--- config.mk ---
export PLATFORM = sky130hd
export DESIGN_NAME = afe_rx_deint
export DESIGN_NICKNAME = d
export VERILOG_FILES = /design/src/rtl/afe_pkg.sv /design/src/rtl/afe_sat_counter.sv /design/src/rtl/afe_rx_deint.sv
export SDC_FILE = /design/constraint.sdc
export NUM_CORES = 1
export LEC_CHECK = 0
export CORE_ASPECT_RATIO = 1.5
export CORE_MARGIN = 2
export CORE_UTILIZATION = 55
export DETAILED_ROUTE_END_ITERATION = 8
export DONT_BUFFER_PORTS = 1
export PLACE_DENSITY = 0.7
export SYNTH_ARGS = -nofsm -noshare
export SYNTH_HDL_FRONTEND = slang
export SYNTH_SLANG_ARGS = --single-unit
--- constraint.sdc ---
create_clock -name sclk_2x -period 4.5 [get_ports sclk_2x]
set_input_delay 0.225 -clock sclk_2x [delete_from_list [all_inputs] [get_ports sclk_2x]]
set_output_delay 0.225 -clock sclk_2x [all_outputs]
set_load 0.02 [all_outputs]
--- src/rtl/afe_pkg.sv ---
// rtl/afe_pkg.sv - shared constants, state type and word-order helper for the AFE RX front end
package afe_pkg;

  localparam int AFE_WORD_W      = 12;
  localparam int AFE_N_WORDS     = 2;
  // Widest frame the word-reversal helper can handle.
  localparam int AFE_FRAME_MAX_W = 256;
  localparam int AFE_BIT_IDX_W   = $clog2(AFE_FRAME_MAX_W);

  typedef enum logic {
    HUNT    = 1'b0,
    COLLECT = 1'b1
  } afe_state_e;

  // Reverse the order of n_words words of word_w bits held in the low bits
  // of frame; bits above n_words*word_w come back as zero.
  function automatic logic [AFE_FRAME_MAX_W-1:0] afe_reverse_words(
    input logic [AFE_FRAME_MAX_W-1:0] frame,
    input int                         n_words,
    input int                         word_w
  );
    logic [AFE_FRAME_MAX_W-1:0] rev;
    int                         src_word;
    int                         dst_bit;
    rev = '0;
    for (int b = 0; b < AFE_FRAME_MAX_W; b++) begin
      if (b < n_words * word_w) begin
        src_word = b / word_w;
        dst_bit  = (n_words - 1 - src_word) * word_w + (b % word_w);
        rev[AFE_BIT_IDX_W'(dst_bit)] = frame[AFE_BIT_IDX_W'(b)];
      end
    end
    return rev;
  endfunction

endpackage

--- src/rtl/afe_sat_counter.sv ---
// rtl/afe_sat_counter.sv - saturating event counter with synchronous clear
module sat_counter #(
  parameter int CNT_W = 16
) (
  input  logic             clk,
  input  logic             reset_n,
  input  logic             inc,
  input  logic             clr,
  output logic [CNT_W-1:0] q
);

  // Clear wins over a same-cycle increment; the count sticks at all-ones.
  always_ff @(posedge clk) begin
    if (!reset_n) begin
      q <= '0;
    end else if (clr) begin
      q <= '0;
    end else if (inc && (q != {CNT_W{1'b1}})) begin
      q <= q + CNT_W'(1);
    end
  end

endmodule

--- src/rtl/afe_rx_deint.sv ---
// rtl/afe_rx_deint.sv - AFE word-serial RX framer, deinterleaver and decimator feeding the RX FIFO
module afe_rx_deint
  import afe_pkg::*;
#(
  parameter int WORD_W  = AFE_WORD_W,
  parameter int N_WORDS = AFE_N_WORDS,
  parameter int CNT_W   = 16,
  parameter int DEC_W   = 8
) (
  input  logic                      sclk_2x,
  input  logic                      reset_n,
  input  logic                      enable,
  input  logic                      sel,
  input  logic [WORD_W-1:0]         d,
  input  logic                      swap,
  input  logic [DEC_W-1:0]          decim,
  input  logic                      fifo_full,
  output logic [WORD_W*N_WORDS-1:0] fifo_data,
  output logic                      fifo_wr,
  output logic [CNT_W-1:0]          drop_cnt,
  output logic [CNT_W-1:0]          ferr_cnt,
  input  logic                      clr_cnt,
  output logic                      locked
);

  localparam int FRAME_W = WORD_W * N_WORDS;
  localparam int IDX_W   = $clog2(N_WORDS);
  localparam logic [IDX_W-1:0] LAST_IDX = IDX_W'(N_WORDS - 1);

  afe_state_e               state;
  logic [IDX_W-1:0]         idx;
  logic [DEC_W-1:0]         dec_cnt;
  // Words 0..N-2 of the frame in progress; the last word is taken straight from d.
  logic [FRAME_W-WORD_W-1:0] wbuf;
  logic [FRAME_W-1:0]       cur_frame;

  logic collecting;
  logic frame_done;
  logic eligible;
  logic ferr_inc;
  logic drop_inc;

  assign cur_frame  = {d, wbuf};
  assign collecting = enable && (state == COLLECT);
  assign frame_done = collecting && !sel && (idx == LAST_IDX);
  assign eligible   = (dec_cnt == '0);
  // Early sel (mid-frame) or missing sel (frame start) are both framing errors.
  assign ferr_inc   = collecting && ((sel && (idx != '0)) || (!sel && (idx == '0)));
  assign drop_inc   = frame_done && eligible && fifo_full;
  assign locked     = (state == COLLECT);

  // Framing FSM, word capture, decimation and the registered FIFO write port.
  always_ff @(posedge sclk_2x) begin
    if (!reset_n) begin
      state     <= HUNT;
      idx       <= '0;
      dec_cnt   <= '0;
      wbuf      <= '0;
      fifo_data <= '0;
      fifo_wr   <= 1'b0;
    end else begin
      fifo_wr <= 1'b0;
      if (!enable) begin
        state <= HUNT;
        idx   <= '0;
      end else begin
        case (state)
          HUNT: begin
            if (sel) begin
              wbuf[WORD_W-1:0] <= d;
              idx              <= IDX_W'(1);
              state            <= COLLECT;
            end
          end
          COLLECT: begin
            if (sel) begin
              // Expected or early start: this word always begins a new frame.
              wbuf[WORD_W-1:0] <= d;
              idx              <= IDX_W'(1);
            end else if (idx == '0) begin
              state <= HUNT;
            end else if (idx == LAST_IDX) begin
              idx <= '0;
              if (eligible) begin
                dec_cnt <= decim;
                if (!fifo_full) begin
                  fifo_wr <= 1'b1;
                  if (swap) begin
                    fifo_data <= FRAME_W'(afe_reverse_words(AFE_FRAME_MAX_W'(cur_frame),
                                                            N_WORDS, WORD_W));
                  end else begin
                    fifo_data <= cur_frame;
                  end
                end
              end else begin
                dec_cnt <= dec_cnt - DEC_W'(1);
              end
            end else begin
              for (int i = 1; i < N_WORDS - 1; i++) begin
                if (idx == IDX_W'(i)) begin
                  wbuf[i*WORD_W +: WORD_W] <= d;
                end
              end
              idx <= idx + IDX_W'(1);
            end
          end
          default: begin
            state <= HUNT;
            idx   <= '0;
          end
        endcase
      end
    end
  end

  sat_counter #(.CNT_W(CNT_W)) u_drop_cnt (
    .clk     (sclk_2x),
    .reset_n (reset_n),
    .inc     (drop_inc),
    .clr     (clr_cnt),
    .q       (drop_cnt)
  );

  sat_counter #(.CNT_W(CNT_W)) u_ferr_cnt (
    .clk     (sclk_2x),
    .reset_n (reset_n),
    .inc     (ferr_inc),
    .clr     (clr_cnt),
    .q       (ferr_cnt)
  );

endmodule

==> results of run 1 <==
==> what timing repair did <==
action | in CTS | in global routing
hold buffers | 10 | 3
gates resized for setup | 0 | 0
endpoints found under the hold margin | 13 | 3
endpoints found under the setup margin | 0 | 0
==> logic make-up (layout without fill, tap and decap cells) <==
logic type / count (synthesis) / after routing
AND/OR/NAND/NOR: 175 / 175
adder cells (fa/ha/maj): 6 / 6
AO/OA/AOI/OAI: 116 / 116
multiplexers: 28 / 28
flip-flops: 79 / 79
buffers and inverters: 38 / 41
==> stage by stage <==
stage / util [%] / hold slack [ns] / power [mW]
3_3_place_gp: 56.2 / 0.346 / 0.780
3_5_place_dp: 56.2 / 0.351 / 0.781
2_1_floorplan: - / 0.342 / 0.775
5_1_grt: 61.6 / 0.00552 / 1.46
4_1_cts: 61.2 / 0.000281 / 1.41
6_report: 61.6 / 0.00490 / 1.41
==> worst reg2reg max path: stages, from the launching register on <==
cell and delay [ns]:
sky130_fd_sc_hd__dfxtp_1 0.59, sky130_fd_sc_hd__and4b_1 0.47, sky130_fd_sc_hd__nand4_1 0.83, sky130_fd_sc_hd__or4_1 0.79, sky130_fd_sc_hd__a21oi_1 0.16
==> placed cells by master (no fill, tap or decap), types with 2 or more instances in the layout <==
master                           n
sky130_fd_sc_hd__a21oi_1        41
sky130_fd_sc_hd__inv_1           9
sky130_fd_sc_hd__nand4_1        15
sky130_fd_sc_hd__o31ai_1        13
sky130_fd_sc_hd__mux2i_1        27
sky130_fd_sc_hd__o211a_1         2
sky130_fd_sc_hd__or2_2           2
sky130_fd_sc_hd__nand2b_1        2
sky130_fd_sc_hd__nor3_1          5
sky130_fd_sc_hd__nor2b_1         2
sky130_fd_sc_hd__nor4_1          3
sky130_fd_sc_hd__clkbuf_8       10
sky130_fd_sc_hd__o211ai_1        5
sky130_fd_sc_hd__buf_4           3
sky130_fd_sc_hd__ha_1            6
sky130_fd_sc_hd__a211oi_1       25
sky130_fd_sc_hd__nand4b_1        2
sky130_fd_sc_hd__a31oi_1         3
sky130_fd_sc_hd__o41ai_1         3
sky130_fd_sc_hd__and4b_1         2
sky130_fd_sc_hd__nand2_1        46
sky130_fd_sc_hd__and4_1          7
sky130_fd_sc_hd__and2_1          3
sky130_fd_sc_hd__dlygate4sd3_1  13
sky130_fd_sc_hd__nor2_1         32
sky130_fd_sc_hd__o21a_1          2
sky130_fd_sc_hd__nand3_1        14
sky130_fd_sc_hd__and3_1          3
sky130_fd_sc_hd__clkbuf_1        3
sky130_fd_sc_hd__o21ai_0        13
sky130_fd_sc_hd__bufinv_16       3
sky130_fd_sc_hd__dfxtp_1        79
sky130_fd_sc_hd__or3_1           9
sky130_fd_sc_hd__or4_1          18
==> where the power goes <==
part           switching (mW)  internal [mW]  leakage (nW)
logic                  0.0326         0.0295         0.694
registers             0.00740          0.705         0.638
clock network           0.248          0.385         0.118
==> final timing paths <==
check	depth (start not counted)	from	end	slack, ns
hold / removal	2	enable	idx$_SDFFE_PP0P_	0.005
hold reg to reg	2	wbuf[6]$_SDFFE_PN0P_	wbuf[6]$_SDFFE_PN0P_	0.47
setup reg to reg	4	locked$_SDFF_PP0_	u_drop_cnt.q[5]$_SDFFE_PP0P_	1.59
setup / recovery	4	locked$_SDFF_PP0_	u_drop_cnt.q[5]$_SDFFE_PP0P_	1.59
==> final cells by class <==
class                           count  share of cell area (%)
Clock buffer                       13                    3.55
Clock inverter                      3                    2.15
Inverter                            9                   0.805
Multi-Input combinational cell    325                    49.8
Sequential cell                    79                    37.7
Tap cell                           78                    2.33
Timing Repair Buffer               16                    3.64
==> registers in the layout (all words and copies together) (netlist names) <==
register,count
fifo_data,24
u_drop_cnt.q,16
u_ferr_cnt.q,16
wbuf,12
dec_cnt,8
fifo_wr,1
idx,1
locked,1
==> per-layer routing <==
| layer | share of wire, % | global-route usage (%) |
|---|---|---|
| met4 | 2.5 | 10.1 |
| met3 | 7.2 | 8.63 |
| met2 | 51 | 41.8 |
| met5 | 0 | 0 |
| met1 | 39 | 26.1 |
==> impl_summary.txt, run 1 <==
----------------------------------------------------
[Worst setup path]
  Buf+Inv Stages, Crit Path ... 0
  Crit path max-delay cell type ... sky130_fd_sc_hd__nand4_1
  Crit path kind ... reg2reg
  Critical path endpoint category ... flip-flop
  WP data arrival ... ~3.2 ns
  CP max stage delay ... just over 0.8 ns
  CP top delay family ... simple AND/OR/NAND/NOR gates
  CP Cell Sequence ... and4b_1 > nand4_1 > or4_1 > a21oi_1
  Required time of the critical path ... roughly 4.8 ns
  Critical path launch point type ... flip-flop
  CP Max Fanout ... 29

[Die]
  Die height ... ~110 um
  Total number of placement rows ... 37
  Core Area ... approximately 0.0068 sq mm
  Ports placed on the boundary ... 85
  Area of the die ... 0.00766 sq mm
  Effective utilization at floorplan ... between 50% and 60%
  Floorplan die width ... ~70 um

[Placed design]
  Area post-placement ... about 0.0038 sq mm
  Final weighted congestion of routability-driven global placement ... just under 0.9
  Placed insts ... approximately 490
  Number of buffer cells added on primary ports ... 0
  Worst slack after detailed placement ... 1.67 ns
  Half-perimeter wire length of the detailed placement result ... approximately 6000 um

[STA]
  Setup TNS Final ... 0 ns
  Slew at the pin closest to its max-slew limit ... between 1 and 1.5 ns
  Max Slew Vio Count ... 0
  Final setup violation count ... 0
  RSZ-0062 raised after global routing ... no
  Number of endpoints with negative hold slack in the final report ... 0
  Post-route clock skew ... roughly 0.008 ns
  Final Worst Setup Slack ... about 1.6 ns
  Slew HR ... approximately 22%
  Upper clock frequency limit ... 344 MHz
  Tcrit/Tclk final ... 64.6%
  Clock period minus worst slack ... 2.91 ns

[Global routing]
  Maximum number of pins on one net before global-route repair ... 49
  Global-route usage over all layers ... 24.2%
  Remaining Overflow, GRT ... 0
  Number of global-route vias before repair ... approximately 3200
  First-pass GRT wire length ... 14800 um
  Initial antenna violation count ... 0

[CTS]
  Buffers inserted during post-CTS setup optimization ... 0
  Cell at the root of the clock tree ... sky130_fd_sc_hd__clkbuf_8
  Latest clock arrival within the worst-skew pair ... 0.35 ns
  CTS sink cnt ... slightly below 80
  Clock tree from TritonCTS ... built
  Max Buffers Root-to-Sink ... 2
  Number of CTS-inserted buffers ... 9
  Clock transition at the registers of the reported paths ... 0.08 ns
  Number of H-tree branching levels ... 3

[Detailed routing]
  Residual DRC ... 0
  Avg Vias per Cell ... between 6 and 7
  Number of vias in the routed layout ... between 3000 and 4000
  DRT iter0 DRCs ... ~200
  Routed length per instance ... 17.2 um
  ANT nets after route ... 0
  Total detailed-routing wirelength ... roughly 9000 um
  First-pass detailed-route iteration total ... 4

[Layout]
  Final cell area excluding filler cells ... around 0.0042 sq mm
  Area growth from synthesis to layout ... 9.47%
  Fraction of final layout cells sized beyond drive strength 1 ... ~6.1%
  Post-layout nets ... between 400 and 500
  Fillers ... 575
  Combined area of the multi-input logic cells ... ~0.0021 sq mm
  Antenna fix cells ... 0
  Final instance count without filler cells ... approximately 520
  Sequential cell area ... ~0.0016 sq mm

[Synthesis]
  Primary FF master, synth ... sky130_fd_sc_hd__dfxtp_1
  Summed instance area of the synthesized netlist ... 0.00383 sq mm
  Syn Inst Count ... roughly 440
  Unique cell type count in the Yosys netlist ... between 50 and 60
  Most common cell in the netlist ... sky130_fd_sc_hd__dfxtp_1
  Warnings, synthesis ... 0
  Average instance area after synthesis ... 8.67 sq um
  Area contributors post-synth ... sky130_fd_sc_hd__dfxtp_1 (41%), sky130_fd_sc_hd__mux2i_1 (7.1%), sky130_fd_sc_hd__a21oi_1 (5.4%), sky130_fd_sc_hd__a211oi_1 (4.9%), sky130_fd_sc_hd__nand2_1 (4.5%)
  Share of synthesized flip-flops with an asynchronous set or reset ... 0%
  Arithmetic-cell share of the synthesized area counting full adders, half adders and majority gates ... 1.96%
  Fraction of the yosys area taken by sequential cells ... 41.3%
  Post-synthesis mux area share ... roughly 7.3%
  Simple-gate area share of the yosys netlist ... approximately a quarter
  Post-Syn Nets ... ~480
  Top-area cell type share of the netlist area ... 41.3%
  Xor/xnor share of the synthesized area ... 0%
  Combinational family with the most area after synthesis ... simple AND/OR/NAND/NOR gates
  Number of synthesized flops with an enable pin ... 0
  Post-synthesis compound-gate area fraction ... between 10% and 20%
  Area leader, netlist ... sky130_fd_sc_hd__dfxtp_1
  Top post-synthesis cells by count ... sky130_fd_sc_hd__dfxtp_1 (79), sky130_fd_sc_hd__nand2_1 (46), sky130_fd_sc_hd__a21oi_1 (41), sky130_fd_sc_hd__nor2_1 (32), sky130_fd_sc_hd__mux2i_1 (27)
  Number of synthesized register bits ... 79

[Power and ir drop]
  Leakage ... between 1 and 1.5 nW
  Maximum vdd ir drop ... 0.000345 V
  Areal power density over the cells ... roughly 340 mW/mm^2

[Job]
  Max-cap check violation count ... 0

[Run status]
  Result of the run ... completed

[Worst hold path]
  Class of the tightest hold or removal check ... in2reg

----------------------------------------------------
No activity file was read; power rests on OpenSTA's default activity.
==> run 2: changes to the inputs <==
==> constraint.sdc (replaced) <==
create_clock -name sclk_2x -period 2.9 [get_ports sclk_2x]
set_input_delay 0.145 -clock sclk_2x [delete_from_list [all_inputs] [get_ports sclk_2x]]
set_output_delay 0.145 -clock sclk_2x [all_outputs]
set_load 0.02 [all_outputs]
==> impl_summary.txt, run 2 (synthesis results as in run 1) <==
----------------------------------------------------
[Global routing]
  Initial antenna violation count ... 0 (unchanged)
  Number of global-route vias before repair ... 3204 (was 3248)
  Maximum number of pins on one net before global-route repair ... 49 (unchanged)
  First-pass GRT wire length ... 14700 um (was 14800 um)
  Global-route usage over all layers ... 23.7% (was 24.2%)
  Remaining Overflow, GRT ... 0 (unchanged)

[Layout]
  Largest register by flop count ... fifo_data (unchanged)
  Area growth from synthesis to layout ... 9.96% (was 9.47%)
  Most common cell after layout, fill and taps aside ... sky130_fd_sc_hd__dfxtp_1 (unchanged)
  Final core utilization ... 61.9% (was 61.6%)
  Leading registers by flop count ... fifo_data (24), u_drop_cnt.q (16), u_ferr_cnt.q (16) (unchanged)
  Post-layout nets ... 480 (was 473)
  Antenna fix cells ... 0 (unchanged)
  Flip-flop count of the largest register, all copies and words added ... 24 (unchanged)
  Most frequent cells in the layout ... sky130_fd_sc_hd__dfxtp_1 (79), sky130_fd_sc_hd__nand2_1 (46), sky130_fd_sc_hd__a21oi_1 (41) (unchanged)
  Final instance count without filler cells ... 529 (was 523)
  Fraction of final layout cells sized beyond drive strength 1 ... 7.10% (was 6.07%)

[Die]
  Effective utilization at floorplan ... 56.3% (unchanged)
  Area of the die ... 0.00766 sq mm (unchanged)
  Total number of placement rows ... 37 (unchanged)
  Ports placed on the boundary ... 85 (unchanged)
  Die height ... 106 um (unchanged)
  Floorplan die width ... 72.1 um (unchanged)
  Core Area ... 0.00681 sq mm (unchanged)

[Detailed routing]
  DRT iter0 DRCs ... 165 (was 195)
  Routed length per instance ... 16.9 um (was 17.2 um)
  Number of vias in the routed layout ... 3394 (was 3372)
  Avg Vias per Cell ... 6.42 (was 6.45)
  ANT nets after route ... 0 (unchanged)
  First-pass detailed-route iteration total ... 4 (unchanged)
  Residual DRC ... 0 (unchanged)
  Total detailed-routing wirelength ... 8950 um (was 8980 um)

[STA]
  Number of endpoints with negative hold slack in the final report ... 0 (unchanged)
  Upper clock frequency limit ... 454 MHz (was 344 MHz)
  Slew HR ... 48.4% (was 22.4%)
  Final setup violation count ... 0 (unchanged)
  Tcrit/Tclk final ... 76.0% (was 64.6%)
  RSZ-0062 raised after global routing ... no (unchanged)
  Clock period minus worst slack ... 2.20 ns (was 2.91 ns)
  Max Slew Vio Count ... 0 (unchanged)
  Setup TNS Final ... 0 ns (unchanged)
  Post-route clock skew ... 0.00621 ns (was 0.00788 ns)
  Slew at the pin closest to its max-slew limit ... 0.771 ns (was 1.15 ns)
  Worst hold slack after final layout ... 0.0359 ns (was 0.00490 ns)

[Power and ir drop]
  Areal power density over the cells ... 482 mW/mm^2 (was 336 mW/mm^2)
  Maximum vdd ir drop ... 0.000342 V (was 0.000345 V)
  Leakage ... 1.46 nW (was 1.45 nW)

[Worst hold path]
  Class of the tightest hold or removal check ... in2reg (unchanged)
  Hold Path Cell Cnt ... 2 (unchanged)
  Min-Delay Startpoint ... sel (was enable)

[Worst setup path]
  WP data arrival ... 2.48 ns (was 3.19 ns)
  Crit path kind ... reg2reg (unchanged)
  Critical path depth in cells ... 6 (was 4)
  Launch instance of the worst register-to-register path ... idx$_SDFFE_PP0P_ (was locked$_SDFF_PP0_)
  CP Max Fanout ... 5 (was 29)
  CP max stage delay ... 0.57 ns (was 0.83 ns)
  CP Cell Sequence ... inv_1 > ha_1 > nand3b_1 > or4_4 > or4_1 > a21oi_1 (was and4b_1 > nand4_1 > or4_1 > a21oi_1)
  Buf+Inv Stages, Crit Path ... 1 (was 0)
  Critical path endpoint category ... flip-flop (unchanged)
  Number of cells on the worst reg-to-reg path ... 6 (was 4)
  CP top delay family ... simple AND/OR/NAND/NOR gates (unchanged)
  Required time of the critical path ... 3.17 ns (was 4.78 ns)
  Startpoint of the most critical setup path ... idx$_SDFFE_PP0P_ (was locked$_SDFF_PP0_)
  Crit path max-delay cell type ... sky130_fd_sc_hd__or4_4 (was sky130_fd_sc_hd__nand4_1)
  Critical path launch point type ... flip-flop (unchanged)

[CTS]
  Count of cells resized by post-cts repair ... 0 (unchanged)
  Cell at the root of the clock tree ... sky130_fd_sc_hd__clkbuf_8 (unchanged)
  Latest clock arrival within the worst-skew pair ... 0.34 ns (was 0.35 ns)
  Clock tree from TritonCTS ... built (unchanged)
  CTS sink cnt ... 79 (unchanged)
  Max Buffers Root-to-Sink ... 2 (unchanged)
  Number of CTS-inserted buffers ... 9 (unchanged)
  Clock transition at the registers of the reported paths ... 0.08 ns (about the same)
  Number of H-tree branching levels ... 3 (unchanged)

[Job]
  Max-cap check violation count ... 0 (unchanged)

[Placed design]
  Final weighted congestion of routability-driven global placement ... 0.836 (was 0.867)
  Placed insts ... 498 (was 494)
  Number of buffer cells added on primary ports ... 0 (unchanged)
  Half-perimeter wire length of the detailed placement result ... 6130 um (was 6110 um)

[Run status]
  Result of the run ... completed (unchanged)

----------------------------------------------------
[run 2: worst paths after layout]
| check | to | slack, ns |
|---|---|---|
| worst max-delay path | u_ferr_cnt.q[15]$_SDFFE_PP0P_ | 0.70 |
| worst min-delay path | idx$_SDFFE_PP0P_ | 0.04 |
| worst max register to register | u_ferr_cnt.q[15]$_SDFFE_PP0P_ | 0.70 |
| worst min register to register | wbuf[1]$_SDFFE_PN0P_ | 0.47 |
[run 2: repair_timing]
item / CTS / global route
hold buffers: 16 / 0
setup endpoints to repair: 0 / 0
buffers inserted: 0 / 0
hold endpoints to repair: 21 / 0
[run 2: cell type report]
cell class | instances | area (sq um)
fill | 615 | 2590
sequential | 79 | 1580
tap | 78 | 97.6
multi-input combinational | 325 | 2090
clock buffer | 12 | 155
inverter | 9 | 33.8
clock inverter | 3 | 42.5
timing repair buffer | 23 | 213
[run 2: power by group]
part | leakage [nW] | switching (mW) | internal, mW | total [mW]
Combinational | 0.726 | 0.0521 | 0.0488 | 0.101
Sequential | 0.638 | 0.0113 | 1.09 | 1.11
Clock | 0.0985 | 0.383 | 0.439 | 0.823
Total | 1.46 | 0.447 | 1.58 | 2.03
[run 2: through the flow]
step	worst slack [ns]	total power, mW	cell area, sq um
after floorplan	0.812	1.20	3830
after global placement	0.751	1.21	3850
after detailed placement	0.715	1.21	3850
after CTS	0.697	2.06	4210
after global routing	0.554	2.10	4210
final	0.697	2.03	4210
[run 2: per-layer routing]
metal  routed length [um]  global-route usage, %  vias to the layer above  part of all wire (%)
met2                 4660                   40.4                       90                    52
met3                  544                   6.73                       14                   6.1
li1                     -                      -                     1681                     -
met5                    0                      0                        -                     0
met1                 3560                   27.1                     1609                    40
met4                  184                   10.4                        0                   2.1
